<file path="src/rtl/nes_joy_pkg.sv">
// Shared button-bit positions, Four Score signatures and the per-pad effective-button function
// used by the NES joypad serializer.
package nes_joy_pkg;

    localparam int BTN_A       = 0;
    localparam int BTN_B       = 1;
    localparam int BTN_SEL     = 2;
    localparam int BTN_START   = 3;
    localparam int BTN_UP      = 4;
    localparam int BTN_DN      = 5;
    localparam int BTN_LT      = 6;
    localparam int BTN_RT      = 7;
    localparam int BTN_TURBO_A = 8;
    localparam int BTN_TURBO_B = 9;

    localparam logic [7:0] FS_SIG_P1 = 8'h08;
    localparam logic [7:0] FS_SIG_P2 = 8'h04;

    // Four Score frame length: 8 bits per pad for two pads plus an 8-bit signature.
    localparam int SR_W = 24;

    typedef logic [11:0] snes_btn_t;
    typedef logic [7:0]  nes_btn_t;

    // Autofire OR-in first, then opposite-direction cancel on the result.
    function automatic nes_btn_t effective_buttons(snes_btn_t btn, logic af_phase, logic socd_mask);
        nes_btn_t eff;
        logic     unused_hi;
        unused_hi  = ^btn[11:10];
        eff        = btn[7:0];
        eff[BTN_A] = btn[BTN_A] | (btn[BTN_TURBO_A] & af_phase);
        eff[BTN_B] = btn[BTN_B] | (btn[BTN_TURBO_B] & af_phase);
        if (socd_mask && eff[BTN_UP] && eff[BTN_DN]) begin
            eff[BTN_UP] = 1'b0;
            eff[BTN_DN] = 1'b0;
        end
        if (socd_mask && eff[BTN_LT] && eff[BTN_RT]) begin
            eff[BTN_LT] = 1'b0;
            eff[BTN_RT] = 1'b0;
        end
        return eff;
    endfunction

endpackage

</file>
<file path="src/rtl/nes_joypad_serializer_if.sv">
// Controller-port bundle between the console side (master) and the joypad serializer (slave).
interface nes_joypad_serializer_if #(
    parameter int NUM_PADS = 2
);
    logic [NUM_PADS*12-1:0] pad_btns;
    logic                   strobe;
    logic [1:0]             joy_clk;
    logic                   four_score_en;
    logic                   socd_mask;
    logic [1:0]             joy_data;

    modport master (
        output pad_btns, strobe, joy_clk, four_score_en, socd_mask,
        input  joy_data
    );

    modport slave (
        input  pad_btns, strobe, joy_clk, four_score_en, socd_mask,
        output joy_data
    );
endinterface

</file>
<file path="src/rtl/nes_joy_port.sv">
// One NES controller port: 24-bit self-filling shift register with parallel load on strobe
// and shift on each falling edge of the port's read clock.
module nes_joy_port
    import nes_joy_pkg::*;
(
    input  logic            clk,
    input  logic            reset,
    input  logic [SR_W-1:0] load_val,
    input  logic            strobe,
    input  logic            joy_clk,
    output logic            joy_data
);

    logic [SR_W-1:0] sr;
    logic            last_clk;

    // NOTE: non-blocking assignments so every flop samples its pre-edge inputs.
    always_ff @(posedge clk) begin
        if (reset) begin
            sr       <= '0;
            last_clk <= 1'b0;
        end else begin
            last_clk <= joy_clk;
            // Strobe has priority: a coincident falling edge is swallowed by the load.
            if (strobe) begin
                sr <= load_val;
            end else if (last_clk && !joy_clk) begin
                sr <= {1'b1, sr[SR_W-1:1]};
            end
        end
    end

    assign joy_data = sr[0];

endmodule

</file>
<file path="src/rtl/nes_joypad_serializer.sv">
// NES controller-port serializer: shared autofire, SOCD masking and standard / Four Score
// load-word selection feeding two independent port shift registers.
module nes_joypad_serializer
    import nes_joy_pkg::*;
#(
    parameter int NUM_PADS     = 2,
    parameter int AUTOFIRE_DIV = 715_909
) (
    input  logic                    clk,
    input  logic                    reset,
    nes_joypad_serializer_if.slave  bus
);

    generate
        if (!(NUM_PADS == 2 || NUM_PADS == 4)) begin : g_bad_num_pads
            $error("nes_joypad_serializer: NUM_PADS must be 2 or 4");
        end
        if (AUTOFIRE_DIV < 1) begin : g_bad_div
            $error("nes_joypad_serializer: AUTOFIRE_DIV must be at least 1");
        end
    endgenerate

    localparam int                CNT_W   = (AUTOFIRE_DIV > 1) ? $clog2(AUTOFIRE_DIV) : 1;
    localparam logic [CNT_W-1:0]  CNT_MAX = CNT_W'(AUTOFIRE_DIV - 1);

    logic [CNT_W-1:0] af_cnt;
    logic             af_phase;

    always_ff @(posedge clk) begin
        if (reset) begin
            af_cnt   <= '0;
            af_phase <= 1'b0;
        end else if (af_cnt == CNT_MAX) begin
            af_cnt   <= '0;
            af_phase <= ~af_phase;
        end else begin
            af_cnt   <= af_cnt + CNT_W'(1);
        end
    end

    nes_btn_t eff [NUM_PADS];

    for (genvar p = 0; p < NUM_PADS; p++) begin : g_pad
        assign eff[p] = effective_buttons(snes_btn_t'(bus.pad_btns[12*p +: 12]), af_phase, bus.socd_mask);
    end

    logic [SR_W-1:0] load_val [2];

    if (NUM_PADS == 4) begin : g_four_score
        // NOTE: defaults are assigned first so no path leaves load_val unassigned (no latch).
        always_comb begin
            load_val[0] = {16'hFFFF, eff[0]};
            load_val[1] = {16'hFFFF, eff[1]};
            if (bus.four_score_en) begin
                load_val[0] = {FS_SIG_P1, eff[2], eff[0]};
                load_val[1] = {FS_SIG_P2, eff[3], eff[1]};
            end
        end
    end else begin : g_two_pad
        logic unused_four_score;
        assign unused_four_score = bus.four_score_en;

        always_comb begin
            load_val[0] = {16'hFFFF, eff[0]};
            load_val[1] = {16'hFFFF, eff[1]};
        end
    end

    logic [1:0] joy_data;

    for (genvar q = 0; q < 2; q++) begin : g_port
        nes_joy_port u_port (
            .clk      (clk),
            .reset    (reset),
            .load_val (load_val[q]),
            .strobe   (bus.strobe),
            .joy_clk  (bus.joy_clk[q]),
            .joy_data (joy_data[q])
        );
    end

    assign bus.joy_data = joy_data;

endmodule

</file>
<file path="src/flat_wrapper.sv">
// flat-port wrapper written by rule: the top's interface ports become plain ports
module nes_joypad_serializer_flat import nes_joy_pkg::*;
#(
    parameter int NUM_PADS     = 2,
    parameter int AUTOFIRE_DIV = 715_909
)
  (clk, reset, bus_pad_btns, bus_strobe, bus_joy_clk, bus_four_score_en, bus_socd_mask, bus_joy_data);
  nes_joypad_serializer_if #(.NUM_PADS(NUM_PADS)) bus_i ();
  input  logic clk;
  input  logic reset;
  input wire logic [$bits(bus_i.pad_btns)-1:0] bus_pad_btns;
  input wire logic [$bits(bus_i.strobe)-1:0] bus_strobe;
  input wire logic [$bits(bus_i.joy_clk)-1:0] bus_joy_clk;
  input wire logic [$bits(bus_i.four_score_en)-1:0] bus_four_score_en;
  input wire logic [$bits(bus_i.socd_mask)-1:0] bus_socd_mask;
  output wire logic [$bits(bus_i.joy_data)-1:0] bus_joy_data;
  assign bus_i.pad_btns = bus_pad_btns;
  assign bus_i.strobe = bus_strobe;
  assign bus_i.joy_clk = bus_joy_clk;
  assign bus_i.four_score_en = bus_four_score_en;
  assign bus_i.socd_mask = bus_socd_mask;
  assign bus_joy_data = bus_i.joy_data;
  nes_joypad_serializer #(.NUM_PADS(NUM_PADS), .AUTOFIRE_DIV(AUTOFIRE_DIV)) u_core (.clk(clk), .reset(reset), .bus(bus_i));
endmodule
</file>
<file path="config.mk">
export PLATFORM = sky130hd
export DESIGN_NAME = nes_joypad_serializer_flat
export DESIGN_NICKNAME = d
export VERILOG_FILES = /design/src/rtl/nes_joy_pkg.sv /design/src/rtl/nes_joypad_serializer_if.sv /design/src/rtl/nes_joy_port.sv /design/src/rtl/nes_joypad_serializer.sv /design/src/flat_wrapper.sv
export SDC_FILE = /design/constraint.sdc
export NUM_CORES = 1
export LEC_CHECK = 0
export ABC_AREA = 1
export BUFFER_PORTS_ARGS = -buffer_cell sky130_fd_sc_hd__clkbuf_2
export CAP_MARGIN = 20
export CORE_ASPECT_RATIO = 1.4
export CORE_UTILIZATION = 30
export CTS_CLUSTER_DIAMETER = 80
export DETAILED_ROUTE_END_ITERATION = 16
export GPL_ROUTABILITY_DRIVEN = 1
export HOLD_SLACK_MARGIN = 0.05
export PLACE_DENSITY = 0.56
export SYNTH_ARGS = -nofsm -noshare
export SYNTH_HDL_FRONTEND = slang
export SYNTH_SLANG_ARGS = --single-unit
</file>
<file path="constraint.sdc">
create_clock -name clk -period 2.05 [get_ports clk]
set_input_delay 0.205 -clock clk [delete_from_list [all_inputs] [get_ports clk]]
set_output_delay 0.205 -clock clk [all_outputs]
set_load 0.02 [all_outputs]
</file>
==> results.md, run 1 <==
* Outcome: finished, final reports clean
* Setup TNS at 0 ps
* Vias in the first global route at 2421
* Hpwl dp at 4690 um
* Worst Setup SP: u_core.af_cnt[0]
* Number of CTS-inserted buffers at 9
* Cell row count at 44
* Adder-cell share of the synthesized area at 0.790%
* Port bufs at 27
* Vias per cell at 4.59
* Worst VDD drop at 0.468 mV
* Min-delay src: bus_joy_clk[1]
* Mux share of post-synthesis cell area at 0%
* Final min period at 1560 ps
* # DRC at 0
* Pwr per Cell Area at 922 nW/um^2
* Largest net degree at the start of global routing at 44
* Gr ovfl total at 0
* ANT nets after route at 0
* Die ar. at 11000 sq um
* CP Class: reg2reg
* Ys Warns at 0
* Initial core utilization at 30.8%
* Post-Synth Simple-Gate Area at 25.5%
* Synth Area in Compound Gates at 17.1%
* Required @ worst endpoint at 2250 ps
* Initial DRC count at 88
* Worst clock skew at 5.24 ps
* Sequential area share after synthesis at 44.9%
* I/O Pins at 33
* Max Slew Vio Count at 0
* H-tree depth at 3
* Clock sink count at 71
* First-pass GRT wire length at 11300 um
* Part of the cycle the worst path needs at 76.0%
* Multi-input logic area at 1450 sq um
* Root buffer cell: clkbuf_16
* Worst Hold Class: in2reg
* GRT Total Usage at 13.6%
* Final setup viols at 0
* Reg area at 1420 sq um
* Setup bufs post-CTS at 0
* RSZ-0062 raised after global routing: false
* Power, Total at 0.00341 W
* Final hold viol count at 0
* Rel. slew slack at 70.3%
* CTS clk-pin slew, worst paths at 60 ps
* CTS Buffer Depth at 2
* Worst setup EP type: register
* Die W at 88.8 um
* P&R area growth vs syn at 16.7%
* Post-synthesis cell count at 430
* Syn_area_per_cell at 7.36 sq um
* Filler instances at 1093
* Yosys cell types at 33
* Placer Congestion at 0.808
* Initial antenna violation count at 0
* Die H at 124 um
* Post-CTS Hold Fix Bufs at 0
* Routed vias at 2720
* R2r startpoint: u_core.af_cnt[0]
* Maximum clock frequency at 642 MHz
* Leak at 1.44 nW
* First-pass DRT Iterations at 6
* Layout Nets at 483
* Max FO, Critical Path at 20
* FF+latch count, synth at 71
* Worst-margin pin slew at 443 ps
* Layout cells sized above 1 at 14.5%
* Worst-Skew Late Latency at 330 ps
* Antenna cells at 0
* Critical path launch point type: register
* Avg WL per Cell at 11.5 um
* Area contributors post-synth: dfxtp_1 45%, nand2_1 11%, a21oi_1 7.6%
* Largest area contributor in the netlist: dfxtp_1
* Final wirelength at 6840 um
* Mapped Area at 3170 sq um
* Core ar. at 10300 sq um
* Cts repair resizes at 0
* CTS tree: yes
* Mapped Nets at 463
* XOR/XNOR share of the synthesized area at 2.49%
* Top cell type's share of synthesized area at 44.9%
* Largest family of logic cells by synthesized area: simple AND/OR/NAND/NOR gates
* Max-Cap Viols at 0
* Worst Path Arrival at 1760 ps
Yosys cell counts (all sizes together):
cell	instances
nor3	3
clkbuf	7
nand3	24
o22ai	2
o211ai	2
nand4	4
ha	2
nand2	99
xor2	4
dfxtp	71
a31oi	9
nor2	46
and2	1
o31ai	2
o21ai	37
xnor2	5
or2	2
inv	43
nand3b	2
buf	15
a21oi	50
path summary, 6_finish.rpt:
path | endpoint | slack, ps | cells after the start
hold reg to reg | u_core.g_port[1].u_port.sr[10] | 460 | 2
setup / recovery | u_core.af_cnt[10] | 490 | 7
hold / removal | u_core.g_port[1].u_port.last_clk | 110 | 3
setup reg to reg | u_core.af_cnt[10] | 490 | 7
through the flow:
stage	std cells	hold WS [ps]	cell area [sq um]	setup slack (ps)	utilization, %
after floorplan	430	330	3170	796	-
after global placement	577	442	3370	530	32.8
after detailed placement	577	449	3370	497	32.8
after CTS	593	120	3700	483	35.9
after global routing	593	128	3700	336	35.9
final	593	113	3700	492	35.9
routing by layer:
| layer | share of wire [%] | vias to the layer above | global-route usage [%] |
|---|---|---|---|
| met5 | 0 | - | 0 |
| met4 | 1.5 | 0 | 5.54 |
| met3 | 4.1 | 10 | 4.34 |
| met2 | 46 | 44 | 21.2 |
| met1 | 48 | 1229 | 17.2 |
| li1 | - | 1437 | - |
cell type report:
type / instances / area share, %
clock buffers: 10 / 6.20
clock inverters: 6 / 2.54
inverters: 43 / 4.37
multi-input cells: 294 / 39.3
flip-flops and latches: 71 / 38.5
well taps: 138 / 4.67
repair buffers: 31 / 4.47
registers in the layout, summed over array words and instances, names as in the netlist:
signal,count
u_core.af_phase,1
u_core.g_port.u_port.last_clk,2
u_core.af_cnt,20
u_core.g_port.u_port.sr,48
critical path: stages (launching register included):
cell	delay, ps
dfxtp_1	330
inv_1	120
ha_1	160
nand3_1	70
nor2_1	140
nand3_1	130
nand2_2	370
nor2_1	100
power by group:
part	internal, W	total (W)	leakage, nW	switching, W
registers	0.00145	0.00149	0.584	0.0000354
logic	0.0000860	0.000234	0.708	0.000148
clock network	0.00107	0.00168	0.153	0.000610
logic make-up after synthesis:
| logic type | count (synthesis) |
|---|---|
| XOR/XNOR | 9 |
| AND/OR/NAND/NOR | 181 |
| AO/OA/AOI/OAI | 102 |
| flip-flops | 71 |
| adder cells (fa/ha/maj) | 2 |
| buffers and inverters | 65 |
layout by cell type (no fill, tap or decap), types with 2 or more instances in the layout:
cell / n
nand2_2: 4
nor2_4: 3
nand4_1: 4
clkbuf_2: 27
nor2_1: 41
inv_2: 3
o22ai_1: 2
inv_1: 40
a21oi_2: 2
nand3_1: 21
o21ai_0: 37
a21oi_1: 48
dfxtp_1: 71
clkinv_4: 2
xor2_1: 4
bufinv_16: 2
a31oi_1: 9
nor2_2: 2
buf_4: 4
o211ai_1: 2
clkbuf_16: 9
o31ai_1: 2
nand3_2: 3
xnor2_1: 5
nand3b_1: 2
ha_1: 2
nand2_1: 95
Note: power is estimated with default switching activity, not from simulation.
==> inputs of run 2 (changes only) <==
==> constraint.sdc (replaced) <==
create_clock -name clk -period 1.5 [get_ports clk]
set_input_delay 0.15 -clock clk [delete_from_list [all_inputs] [get_ports clk]]
set_output_delay 0.15 -clock clk [all_outputs]
set_load 0.02 [all_outputs]
==> results.md, run 2 (synthesis results as in run 1) <==
* Outcome: finished, final reports clean
* Max-Cap Viols at 0 (unchanged)
* CTS tree: yes
* RSZ-0062 raised after global routing: true
* Avg WL per Cell at 11.6 um (+0.51%)
* Critical path launch point type: register
* CTS clk-pin slew, worst paths at 60 ps (about the same)
* Core ar. at 10300 sq um (unchanged)
* Final Instance Area at 3730 sq um (+0.88%)
* Layout cells sized above 1 at 16.3% (+1.8 points)
* Vias per cell at 4.66 (+1.6%)
* Root buffer cell: clkbuf_16
* First-pass DRT Iterations at 5 (-1)
* Net Sw Frac at 23.2% (-0.11 points)
* Largest net degree at the start of global routing at 44 (unchanged)
* Setup WS post-layout at 80.2 ps (-412 ps)
* Final min period at 1420 ps (-138 ps)
* Die W at 88.8 um (unchanged)
* Int Pwr at 0.00344 W (+32%)
* Pre-CTS setup slack at 88.4 ps (-408 ps)
* Cell row count at 44 (unchanged)
* Maximum clock frequency at 704 MHz (+9.7%)
* Post-DP Area at 3420 sq um (+1.5%)
* P_sw at 0.00104 W (+31%)
* # DRC at 0 (unchanged)
* Commonest non-fill, non-tap cell in the layout: nand2_1
* Placer Congestion at 0.804 (-0.47%)
* Worst-Skew Late Latency at 330 ps (about the same)
* Clock power share at 47.0% (-2.4 points)
* Number of CTS-inserted buffers at 9 (unchanged)
* Die H at 124 um (unchanged)
* Max Slew Vio Count at 0 (unchanged)
* Final wirelength at 6930 um (+1.4%)
* Commonest non-fill, non-tap cells in the layout: 95 x nand2_1, 70 x dfxtp_1, 48 x a21oi_1
* GRT Total Usage at 13.9% (+0.34 points)
* Biggest register: u_core.g_port.u_port.sr
* Leak at 1.46 nW (+1.2%)
* P&R area growth vs syn at 17.7%
* Final setup viols at 0 (unchanged)
* Part of the cycle the worst path needs at 94.7% (+19 points)
* CP Class: reg2reg
* Initial DRC count at 106 (+20%)
* Largest registers: u_core.g_port.u_port.sr (48), u_core.af_cnt (20), u_core.g_port.u_port.last_clk (2)
* Worst setup EP type: register
* Number of flip-flops in the largest register at 48 (unchanged)
* I/O Pins at 33 (unchanged)
* Worst Path Arrival at 1640 ps (-120 ps)
* Final hold viol count at 0 (unchanged)
* Required @ worst endpoint at 1720 ps (-530 ps)
* Worst clock skew at 9.89 ps (+4.66 ps)
* Combinational group share of total power at 7.4% (+0.5 points)
* H-tree depth at 3 (unchanged)
* Initial core utilization at 30.8% (unchanged)
* Max FO, Critical Path at 20 (unchanged)
* Port bufs at 27 (unchanged)
* Die ar. at 11000 sq um (unchanged)
* Setup TNS at 0 ps (unchanged)
* Seq pwr share at 45.6% (+1.9 points)
* Routed vias at 2787 (+2.5%)
* Worst reg2reg path depth at 8 (+1)
* Reg2reg end: u_core.af_cnt[12]
* ANT nets after route at 0 (unchanged)
* Layout Nets at 488 (+1.0%)
* Initial antenna violation count at 0 (unchanged)
* Worst Hold Class: in2reg
* Hpwl dp at 4820 um (+2.9%)
* Pwr per Cell Area at 1200 nW/um^2 (+30%)
* Hold depth at 3 (unchanged)
* Setup bufs post-CTS at 0 (unchanged)
* Worst-margin pin slew at 432 ps (-11.3 ps)
* Reg2reg setup slack at 80 ps (-410 ps)
* Gr ovfl total at 0 (unchanged)
* Worst VDD drop at 0.493 mV (+5.2%)
* Min-delay src: bus_joy_clk[0]
* First-pass GRT wire length at 11500 um (+1.7%)
* Clock sink count at 71 (unchanged)
* CTS Buffer Depth at 2 (unchanged)
* Hold endpoint: u_core.g_port[0].u_port.last_clk
* R2r startpoint: u_core.af_cnt[0]
* Vias in the first global route at 2544 (+5.1%)
* Rel. slew slack at 71.2% (+0.83 points)
* Antenna cells at 0 (unchanged)
## run 2: per-stage QoR
| stage | hold slack [ps] | power [W] | util, % | instances |
|---|---|---|---|---|
| after floorplan | 275 | 0.00231 | - | 430 |
| after global placement | 391 | 0.00240 | 33.3 | 582 |
| after detailed placement | 409 | 0.00241 | 33.3 | 582 |
| after CTS | 52.7 | 0.00455 | 36.2 | 598 |
| after global routing | 69.0 | 0.00468 | 36.2 | 598 |
| final | 62.2 | 0.00448 | 36.2 | 598 |
## run 2: worst max path at each step
stage               slack, ps              from                 to  cells after the start
floorplan                 250  u_core.af_cnt[1]  u_core.af_cnt[18]                      6
detailed placement         90  u_core.af_cnt[1]  u_core.af_cnt[18]                      6
global placement          120  u_core.af_cnt[1]  u_core.af_cnt[18]                      6
CTS                        70  u_core.af_cnt[0]   u_core.af_cnt[3]                      8
global route               -4  u_core.af_cnt[0]  u_core.af_cnt[12]                      8
finish                     80  u_core.af_cnt[0]  u_core.af_cnt[12]                      8
## run 2: per-layer routing
metal | up-vias | global-route usage (%) | share of wire [%]
met1 | 1281 | 17.0 | 46
met5 | - | 0 | 0
li1 | 1445 | - | -
met2 | 53 | 22.4 | 48
met3 | 8 | 3.40 | 3.6
met4 | 0 | 7.46 | 2.0
## run 2: area by class of cell
class,count,area (sq um)
repair buffers,36,215
well taps,138,173
clock buffers,10,239
clock inverters,6,60.1
fillers,1102,6570
inverters,43,161
flip-flops and latches,71,1420
multi-input cells,294,1460
## run 2: critical path, stage by stage, from the launching register on
cell     delay, ps
dfxtp_1        340
inv_1          120
ha_1           160
nand3_1         80
nor2_2         150
nand3_1        130
nand2_2        100
buf_12         170
nor2_1          60
## run 2: repair_timing
item                                    4_1_cts  5_1_grt
hold buffers                                  0        0
hold endpoints to repair                      0        0
endpoints found under the setup margin        0       14
resized for setup                             0        4
## run 2: power by group through the flow
stage	clock network (W)	registers, W	logic, W
floorplan	0	0.00206	0.000248
global placement	0	0.00207	0.000326
detailed placement	0	0.00208	0.000333
CTS	0.00217	0.00204	0.000335
global route	0.00226	0.00205	0.000379
finish	0.00211	0.00204	0.000331
==> inputs of run 3 (changes only) <==
--- a/config.mk
+++ b/config.mk
@@ -14,6 +14,7 @@
 export DETAILED_ROUTE_END_ITERATION = 16
 export GPL_ROUTABILITY_DRIVEN = 1
 export HOLD_SLACK_MARGIN = 0.05
+export MAX_ROUTING_LAYER = met4
 export PLACE_DENSITY = 0.56
 export SYNTH_ARGS = -nofsm -noshare
 export SYNTH_HDL_FRONTEND = slang
==> constraint.sdc (replaced) <==
create_clock -name clk -period 1.5 [get_ports clk]
set_input_delay 0 -clock clk [delete_from_list [all_inputs] [get_ports clk]]
set_output_delay 0 -clock clk [all_outputs]
set_load 0.02 [all_outputs]
==> results.md, run 3 (synthesis results as in run 1) <==
* Util after Layout at 38.2% (+2.0 points)
* CP Depth at 6 (-2)
* Die W at 88.8 um (unchanged)
* Critical path cell sequence: ha_2 -> nand2_1 -> nor2_1 -> nand3_2 -> o21ai_0 -> a21oi_2
* Worst VDD drop at 0.578 mV (+17%)
* H-tree depth at 3 (unchanged)
* Final wirelength at 7190 um (+3.7%)
* Pwr per Cell Area at 1190 nW/um^2 (-1.0%)
* Die ar. at 11000 sq um (unchanged)
* Avg WL per Cell at 11.6 um (+0.49%)
* Reg2reg setup slack at 90 ps (about the same)
* Commonest non-fill, non-tap cell in the layout: nand2_1
* Root buffer cell: clkbuf_16
* Vias per cell at 4.59 (-1.5%)
* Final min period at 1410 ps (-11.0 ps)
* Initial DRC count at 103 (-2.8%)
* Worst clock skew at 5.90 ps (-3.99 ps)
* CTS clk-pin slew, worst paths at 60 ps (about the same)
* GRT Total Usage at 15.2% (+1.2 points)
* # DRC at 0 (unchanged)
* Final setup viols at 0 (unchanged)
* Worst setup EP type: register
* Cell row count at 44 (unchanged)
* Biggest register: u_core.g_port.u_port.sr
* Rel. slew slack at 72.5% (+1.3 points)
* Placer Congestion at 0.804 (about the same)
* Final hold viol count at 0 (unchanged)
* Worst-Skew Late Latency at 340 ps (about the same)
* Largest registers: u_core.g_port.u_port.sr (48), u_core.af_cnt (20), u_core.g_port.u_port.last_clk (2)
* Commonest non-fill, non-tap cells in the layout: 95 x nand2_1, 71 x dfxtp_1, 48 x a21oi_1
* I/O Pins at 33 (unchanged)
* First-pass DRT Iterations at 4 (-1)
* R2r startpoint: u_core.af_cnt[1]
* Vias in the first global route at 2715 (+6.7%)
* Worst Hold Class: in2reg
* Hold depth at 5 (+2)
* Part of the cycle the worst path needs at 93.9% (-0.73 points)
* CP max stage delay at 400 ps (+60 ps)
* Max-Cap Viols at 0 (unchanged)
* Outcome: finished, final reports clean
* CP Class: reg2reg
* Core ar. at 10300 sq um (unchanged)
* First-pass GRT wire length at 12200 um (+5.9%)
* Worst-margin pin slew at 413 ps (-19.7 ps)
* Min-delay src: bus_pad_btns[7]
* Maximum clock frequency at 710 MHz (+0.78%)
* Crit path buf inv count at 0 (-2)
* RSZ-0062 raised after global routing: false
* CTS Buffer Depth at 2 (unchanged)
* Gr ovfl total at 0 (unchanged)
* Largest net degree at the start of global routing at 44 (unchanged)
* Initial core utilization at 30.8% (unchanged)
* Routed vias at 2832 (+1.6%)
* Max Slew Vio Count at 0 (unchanged)
* Layout Nets at 507 (+3.9%)
* P&R area growth vs syn at 24.1%
* Worst Path Arrival at 1630 ps (about the same)
* ANT nets after route at 0 (unchanged)
* Required @ worst endpoint at 1720 ps (about the same)
* Hpwl dp at 4830 um (+0.20%)
* CP delay by family, top: flip-flops
* Hold endpoint: u_core.g_port[0].u_port.sr[7]
* CTS tree: yes
* Number of CTS-inserted buffers at 9 (unchanged)
* Die H at 124 um (unchanged)
* Setup TNS at 0 ps (unchanged)
* Port bufs at 27 (unchanged)
* Max stage delay cell, worst path: dfxtp_1
* Max FO, Critical Path at 4 (-80%)
* Worst reg2reg path depth at 6 (-2)
* Leak at 1.54 nW (+5.3%)
* Layout cells sized above 1 at 15.7% (-0.65 points)
* Antenna cells at 0 (unchanged)
* Clock sink count at 71 (unchanged)
* Reg2reg end: u_core.af_cnt[18]
* Number of flip-flops in the largest register at 48 (unchanged)
* Critical path launch point type: register
* Initial antenna violation count at 0 (unchanged)
==> run 3: changes by cell type in the layout (fill, tap and decap cells not counted), sizes merged <==
cell and change:
dlygate4sd3 +18, buf +1, bufinv +1, clkinv -1
==> run 3: power by group <==
group	leakage (nW)	switching (W)	total (W)	internal (W)
registers	0.584	0.0000502	0.00204	0.00199
logic	0.807	0.000212	0.000372	0.000160
clock network	0.148	0.000809	0.00226	0.00145
==> run 3: worst max-delay path by stage <==
| stage | start | end |
|---|---|---|
| after global placement | u_core.af_cnt[0] | u_core.af_cnt[10] |
| final | u_core.af_cnt[1] | u_core.af_cnt[18] |
| after global routing | u_core.af_cnt[0] | u_core.af_cnt[8] |
| after CTS | u_core.af_cnt[0] | u_core.af_cnt[8] |
| after floorplan | u_core.af_cnt[1] | u_core.af_cnt[18] |
| after detailed placement | u_core.af_cnt[0] | u_core.af_cnt[12] |
==> run 3: layer usage <==
layer / routed length (um) / vias up / part of all wire [%] / global-route usage (%)
li1: - / 1482 / - / -
met1: 3260 / 1297 / 45 / 17.3
met2: 3550 / 46 / 49 / 24.6
met3: 268 / 7 / 3.7 / 4.67
met4: 114 / 0 / 1.6 / 6.25
met5: 0 / - / 0 / -
==> run 3: repair_timing <==
| item | 4_1_cts | 5_1_grt |
|---|---|---|
| setup buffers | 0 | 0 |
| gates resized for setup | 0 | 3 |
| endpoints found under the setup margin | 0 | 20 |
| hold endpoints to repair | 15 | 0 |
| hold buffers | 18 | 0 |
==> run 3: per-stage QoR <==
step	instance area (sq um)	std cells	hold slack [ps]	setup WS (ps)	power [W]
finish	3930	617	81.1	91.1	0.00467
global route	3930	617	105	2.33	0.00487
CTS	3930	617	62.3	91.1	0.00474
detailed placement	3430	583	267	100	0.00241
global placement	3430	583	250	133	0.00240
floorplan	3170	430	125	246	0.00231
==> run 3: layout make-up <==
class / count / area (sq um)
clock buffer: 10 / 229
clock inverter: 6 / 85.1
fill: 1124 / 6360
inverter: 43 / 161
multi-input combinational: 294 / 1460
sequential: 71 / 1420
tap: 138 / 173
timing repair buffer: 55 / 403
==> run 3: tightest hold or removal path, delay by kind of cell <==
kind            cells  cell delay (ps)
compound gates      3              220
buf+inv             1               90
simple gates        1               50
